--- src/rtl/serial_sub_ctrl.sv ---
// Bit-serial WIDTH-bit subtractor: one full-subtractor cell stepped LSB-first over WIDTH cycles.
// Optional feature macro SERIAL_SUB_BIN_EN adds a borrow-in port sampled with the operands.
module serial_sub_ctrl #(
    parameter int WIDTH = 8
) (
    input  logic             clk,
    input  logic             rst,
    input  logic             start,
    input  logic [WIDTH-1:0] a,
    input  logic [WIDTH-1:0] b,
`ifdef SERIAL_SUB_BIN_EN
    input  logic             bin,
`endif
    output logic             busy,
    output logic             done,
    output logic [WIDTH-1:0] diff,
    output logic             borrow_out
);

    localparam int CW = (WIDTH > 2) ? $clog2(WIDTH) : 1;
    localparam logic [CW-1:0] CNT_LAST = CW'(WIDTH - 1);

    typedef enum logic [1:0] {
        IDLE = 2'd0,
        RUN  = 2'd1,
        DONE = 2'd2
    } state_t;

    state_t           state_r;
    logic [WIDTH-1:0] a_sh_r;
    logic [WIDTH-1:0] b_sh_r;
    logic [WIDTH-1:0] diff_sh_r;
    logic             borrow_r;
    logic [CW-1:0]    cnt_r;

    logic             cell_diff_s;
    logic             cell_borrow_s;
    logic             init_borrow_s;

    // Returns {borrow, difference} of a single full-subtractor cell.
    function automatic logic [1:0] full_sub(input logic x, input logic y, input logic bi);
        logic d;
        logic bo;
        d  = x ^ y ^ bi;
        bo = (~x & y) | (~(x ^ y) & bi);
        return {bo, d};
    endfunction

`ifdef SERIAL_SUB_BIN_EN
    assign init_borrow_s = bin;
`else
    assign init_borrow_s = 1'b0;
`endif

    // Combinational subtractor cell on the current LSBs and running borrow.
    always_comb begin
        cell_diff_s   = 1'b0;
        cell_borrow_s = 1'b0;
        {cell_borrow_s, cell_diff_s} = full_sub(a_sh_r[0], b_sh_r[0], borrow_r);
    end

    // Control FSM with datapath shift registers and registered outputs.
    always_ff @(posedge clk) begin
        if (rst) begin
            state_r    <= IDLE;
            a_sh_r     <= '0;
            b_sh_r     <= '0;
            diff_sh_r  <= '0;
            borrow_r   <= 1'b0;
            cnt_r      <= '0;
            busy       <= 1'b0;
            done       <= 1'b0;
            diff       <= '0;
            borrow_out <= 1'b0;
        end else begin
            case (state_r)
                IDLE, DONE: begin
                    done <= 1'b0;
                    if (start) begin
                        a_sh_r   <= a;
                        b_sh_r   <= b;
                        borrow_r <= init_borrow_s;
                        cnt_r    <= '0;
                        busy     <= 1'b1;
                        state_r  <= RUN;
                    end else begin
                        busy    <= 1'b0;
                        state_r <= IDLE;
                    end
                end
                RUN: begin
                    diff_sh_r <= {cell_diff_s, diff_sh_r[WIDTH-1:1]};
                    a_sh_r    <= {1'b0, a_sh_r[WIDTH-1:1]};
                    b_sh_r    <= {1'b0, b_sh_r[WIDTH-1:1]};
                    borrow_r  <= cell_borrow_s;
                    cnt_r     <= cnt_r + CW'(1);
                    if (cnt_r == CNT_LAST) begin
                        diff       <= {cell_diff_s, diff_sh_r[WIDTH-1:1]};
                        borrow_out <= cell_borrow_s;
                        busy       <= 1'b0;
                        done       <= 1'b1;
                        state_r    <= DONE;
                    end else begin
                        busy    <= 1'b1;
                        done    <= 1'b0;
                        state_r <= RUN;
                    end
                end
                default: begin
                    busy    <= 1'b0;
                    done    <= 1'b0;
                    state_r <= IDLE;
                end
            endcase
        end
    end

endmodule
--- config.mk ---
export PLATFORM = sky130hd
export DESIGN_NAME = serial_sub_ctrl
export DESIGN_NICKNAME = d
export VERILOG_FILES = /design/src/rtl/serial_sub_ctrl.sv
export SDC_FILE = /design/constraint.sdc
export NUM_CORES = 1
export LEC_CHECK = 0
export CORE_UTILIZATION = 53
export CTS_CLUSTER_DIAMETER = 30
export DETAILED_ROUTE_END_ITERATION = 12
export PLACE_DENSITY = 0.87
export SYNTH_ARGS = -nofsm -noshare
export SYNTH_HDL_FRONTEND = slang
export SYNTH_SLANG_ARGS = --single-unit
export TNS_END_PERCENT = 50
--- constraint.sdc ---
create_clock -name clk -period 2.6 [get_ports clk]
set_clock_uncertainty 0.15 [all_clocks]
set_input_delay 0.52 -clock clk [delete_from_list [all_inputs] [get_ports clk]]
set_output_delay 0.52 -clock clk [all_outputs]
set_load 0.02 [all_outputs]
==> out/metrics.cfg, run 1 <==
[die]
design.core.area_sq_um = 2570
fp.dieW_microns = 55.2
io_pins = 30
start_util_pct = 58.5
dieHeight_microns = 55.2
die-area_sq_um = 3050
placementRows = 18

[cells_and_area]
syn_to_final_growth_pct = 21.5
antenna_cells = 0
drive_gt1_share_pct = 6.50
nets = 221

[yosys]
syn_area_per_cell_sq_um = 8.63
synth_area_leaders = dfxtp_1, nor3_1, a21oi_1
synth_top_area_share_pct = 52.0
synth.yosys.seq_area_share_pct = 52.0
syn-instance-count = 174
ys_seq_elements = 39
synth_fp_nets = 196
yosysTopAreaCell = dfxtp_1
synth.distinct_cells = 21
yosysWarnings = 0
synth_area_sq_um = 1500

[clocking]
cts_tree = done
tritoncts.num_buffers = 5
insertion_delay_ns = 0.35
hold_buffers = 0
htreeDepth = 2
clockBufferDepth = 2
cts_resized = 0
clk_pin_slew_worst_paths_ns = 0.11
clock-sinks = 39
clockRootBuffer = clkbuf_4
postCtsSetupBuffers = 0

[route]
totalWireLength_mm = 3.28
dr.pass1.iters = 4
num_vias = 1330
avgViaCountPerCell = 5.78
drc_errors = 0
drt_iter0_markers = 46
ant_nets = 0
wl_per_cell_microns = 14.2

[power_and_ir_drop]
p_per_area_nw_per_um2 = 602
leakage_nw = 0.635
power_w = 0.00110
ir_drop_v = 0.000467

[global_route]
grt_max_degree = 40
grt_pass1_vias = 1359
grt_first_pass_wirelength_mm = 5.73
grt.total_usage_pct = 23.8
antenna_found_initial = 0
grt.overflow.total = 0

[setup_path]
cp-start-kind = flop
crit_type = reg2out
cp-end-kind = output pin
path_cells = clkdlybuf4s50_1
slowest_stage = clkdlybuf4s50_1
cp_max_fo = 6
crit_family = buffers and inverters
rr_worst_depth = 5
cpPeakStageDelay_ns = 0.63
path_depth = 1
cp_data_arrival_time_ns = 1.40
required_ns = 1.93
path_buf_inv = 1

[sta]
hold_slack_ns = 0.317
hold_viol = 0
period_needed_ns = 2.07
drv_slew = 0
fin_setup_tns_ns = 0
worst_pin_slew_ns = 0.646
setup_viol = 0
relSlewSlack_pct = 56.9
rsz0062_at_grt = false
fmaxAchievable_mhz = 484
period_share_pct = 79.5

[min_path]
hold_path_depth = 2
min_path_type = reg2reg

[placed_design]
dp_hpwl_mm = 2.17
io_buffer_count = 29
gp_congestion = 0.756

[run]
maxCapViolCount = 0

[status]
outcome = finished clean

[metrics by stage]
stage	util [%]	instance area (sq um)	worst slack (ns)	instances
floorplan	-	1500	1.21	174
global placement	69.0	1770	0.613	222
detailed placement	69.0	1770	0.504	222
CTS	71.1	1820	0.512	230
global route	71.1	1820	0.456	230
finish	71.1	1820	0.532	230
[worst min-delay path, stage by stage (launching register included)]
cell     delay, ns
dfxtp_1       0.33
nand2_1       0.05
a21oi_1       0.06
[final cells by class]
| cell class | count | area, sq um |
|---|---|---|
| sequential | 39 | 781 |
| fill | 203 | 743 |
| multi-input combinational | 118 | 626 |
| timing repair buffer | 33 | 320 |
| clock buffer | 5 | 37.5 |
| tap | 30 | 37.5 |
| clock inverter | 3 | 15.0 |
| inverter | 2 | 7.51 |
[synthesized netlist by cell type]
cell type,instances
buf_2,6
nor2b_1,1
o21a_1,1
ha_1,2
a21oi_1,22
inv_1,2
nor3_1,26
nand2b_1,4
buf_1,1
a311oi_1,2
dfxtp_1,39
nor2_1,3
nand2_1,26
nand3b_1,1
fa_1,1
buf_4,3
and2b_1,1
o22ai_1,14
clkbuf_1,3
nand3_1,14
buf_6,2
[metal layers]
metal | track usage, % | routed length (microns)
met1 | 26.1 | 1460
met2 | 40.4 | 1580
met3 | 7.49 | 141
met4 | 13.2 | 89
met5 | 0 | 0
[path summary, 6_finish.rpt]
path	from	endpoint	slack [ns]
max	state_r[0]	busy	0.53
min	diff[0]	diff[0]	0.32
max reg2reg	cnt_r[0]	diff[4]	0.74
min reg2reg	diff[0]	diff[0]	0.32
[cells in the final DEF, fill, tap and decap left out, types with 4 or more instances in the layout]
cell             synthesis  final
a21oi_1                 22     22
buf_4                    3      4
clkbuf_4                 0      5
clkdlybuf4s50_1          0     29
dfxtp_1                 39     39
nand2_1                 26     26
nand2b_1                 4      4
nand3_1                 14     14
nor3_1                  26     26
o22ai_1                 14     14
[power by group]
group          switching [W]  total [W]  internal, W
sequential         0.0000185   0.000646     0.000628
combinational      0.0000826   0.000154    0.0000714
clock               0.000198   0.000298     0.000101
total               0.000299    0.00110     0.000800
[cell families after synthesis]
kind of cell	share of synthesized area, %
and+or+nand+nor	23.7
AOI/OAI and AO/OA	14.8
DFF	52.0
buffers and inverters	6.50
adders and majority gates	3.00
[state kept, by name, indices dropped and copies added, names as in the netlist]
name,cells
cnt_r,3
diff_sh_r,7
borrow_r,1
b_sh_r,8
a_sh_r,8
state_r,2
borrow_out,1
done,1
diff,8
(Power assumes the default switching activity.)
==> inputs of run 2 (changes only) <==
--- a/config.mk
+++ b/config.mk
@@ -5,10 +5,10 @@
 export SDC_FILE = /design/constraint.sdc
 export NUM_CORES = 1
 export LEC_CHECK = 0
-export CORE_UTILIZATION = 53
+export CORE_UTILIZATION = 45
 export CTS_CLUSTER_DIAMETER = 30
 export DETAILED_ROUTE_END_ITERATION = 12
-export PLACE_DENSITY = 0.87
+export PLACE_DENSITY = 0.79
 export SYNTH_ARGS = -nofsm -noshare
 export SYNTH_HDL_FRONTEND = slang
 export SYNTH_SLANG_ARGS = --single-unit
==> constraint.sdc (replaced) <==
create_clock -name clk -period 1.7 [get_ports clk]
set_clock_uncertainty 0.15 [all_clocks]
set_input_delay 0.34 -clock clk [delete_from_list [all_inputs] [get_ports clk]]
set_output_delay 0.34 -clock clk [all_outputs]
set_load 0.02 [all_outputs]
==> run 2 against run 1 <==
Critical path depth up 4. Global-route usage down 2.6 points. Largest cell class unchanged. Register-to-register slack worse by 0.60 ns. Clock power up 120%. Utilization down 8.4 points. Hold slack worse by 0.0094 ns.
==> out/metrics.cfg, run 2 (synthesized netlist as in run 1, its figures left out) <==
[status]
outcome = finished clean

[cells_and_area]
regArea_sq_um = 781
multi_input_area_sq_um = 626
nets = 227
final.fill_count = 285
layout_commonest_cell = dfxtp_1
fin_cells = 250
syn_to_final_growth_pct = 29.5
reg_top3 = a_sh_r (8), b_sh_r (8), diff (8)
layout_common_cells = dfxtp_1, nor3_1, nand2_1
drive_gt1_share_pct = 9.22
antenna_cells = 0

[sta]
worst_pin_slew_ns = 0.436
period_needed_ns = 1.56
fin_setup_tns_ns = 0
setup_viol = 0
rsz0062_at_grt = false
relSlewSlack_pct = 70.8
period_share_pct = 91.8
hold_viol = 0
layout_setup_ws_ns = 0.139
hold_slack_ns = 0.308
fmaxAchievable_mhz = 641
drv_slew = 0

[min_path]
min_path_type = reg2reg
hold_end = diff[4]
hp-start = diff[4]
hold_path_depth = 2

[clocking]
cts_resized = 11
cts_tree = done
clockRootBuffer = clkbuf_4
tritoncts.num_buffers = 5
htreeDepth = 2
hold_buffers = 0
postCtsSetupBuffers = 0
clockBufferDepth = 2
clk_pin_slew_worst_paths_ns = 0.11
clock-sinks = 39
insertion_delay_ns = 0.36

[global_route]
grt.total_usage_pct = 21.1
grt_max_degree = 40
grt.overflow.total = 0
grt_pass1_vias = 1212
grt_first_pass_wirelength_mm = 5.46
antenna_found_initial = 0

[power_and_ir_drop]
p_clk_share_pct = 34.0
ir_drop_v = 0.000468
p_seq_share_pct = 51.9
leakage_nw = 0.744
switchingPower_w = 0.000459
p_comb_share_pct = 14.1
p_int_w = 0.00144
p_sw_share_pct = 24.2
p_per_area_nw_per_um2 = 977

[route]
dr.pass1.iters = 4
ant_nets = 0
avgViaCountPerCell = 5.30
drc_errors = 0
drt_iter0_markers = 67
wl_per_cell_microns = 13.4
totalWireLength_mm = 3.34
num_vias = 1326

[setup_path]
cp-end-kind = flop
crit_type = reg2reg
r2r-start = cnt_r[0]
cp-start-kind = flop
cp_max_fo = 10
cp_data_arrival_time_ns = 1.70
required_ns = 1.84
r2r_slack_ns = 0.14
worst_r2r_endpoint = diff[7]
rr_worst_depth = 5

[die]
die-area_sq_um = 3570
io_pins = 30
dieHeight_microns = 59.8
placementRows = 20
fp.dieW_microns = 59.8
design.core.area_sq_um = 3100
start_util_pct = 48.4

[placed_design]
dp_hpwl_mm = 2.21
dp_slack_ns = 0.0154
gp_congestion = 0.683
dp_cells = 242
io_buffer_count = 29

[run]
maxCapViolCount = 0

[run 2: critical path, stage by stage, from the launching register on]
cell and delay [ns]:
dfxtp_1 0.34, ha_1 0.20, ha_1 0.20, nand3b_1 0.34, nand2_1 0.11, a21oi_1 0.16
[run 2: through the flow]
stage	power, W	utilization, %	cell area (sq um)
2_1_floorplan	0.00117	-	1500
5_1_grt	0.00198	62.7	1940
3_5_place_dp	0.00127	60.3	1870
6_report	0.00190	62.7	1940
4_1_cts	0.00191	62.7	1940
3_3_place_gp	0.00126	60.3	1870
[run 2: worst max-delay path by stage]
| stage | from | end | slack, ns | cells after the start |
|---|---|---|---|---|
| 2_1_floorplan | state_r[0] | a_sh_r[1] | 0.31 | 4 |
| 3_3_place_gp | start | b_sh_r[2] | 0.10 | 5 |
| 3_5_place_dp | start | b_sh_r[0] | 0.02 | 4 |
| 4_1_cts | cnt_r[0] | diff[7] | 0.12 | 5 |
| 5_1_grt | cnt_r[0] | diff[1] | 0.02 | 5 |
| 6_report | cnt_r[0] | diff[7] | 0.14 | 5 |
[run 2: final cells by class]
type                            instances  area share, %
Clock buffer                            6           2.64
Clock inverter                          2           1.80
Inverter                                2          0.386
Multi-Input combinational cell        118           32.2
Sequential cell                        39           40.2
Tap cell                               44           2.83
Timing Repair Buffer                   39           20.0
[run 2: power groups by stage]
stage | Combinational, W | Sequential (W) | Clock, W
after floorplan | 0.000164 | 0.00100 | 0
after global placement | 0.000255 | 0.00100 | 0
after detailed placement | 0.000267 | 0.00101 | 0
after CTS | 0.000268 | 0.000985 | 0.000659
after global routing | 0.000293 | 0.000991 | 0.000700
final | 0.000268 | 0.000985 | 0.000646
[run 2: layer usage]
metal / global-route usage (%) / wire length (microns)
met3: 5.84 / 145
met4: 8.97 / 69
met2: 36.5 / 1730
met5: 0 / 0
met1: 24.4 / 1390
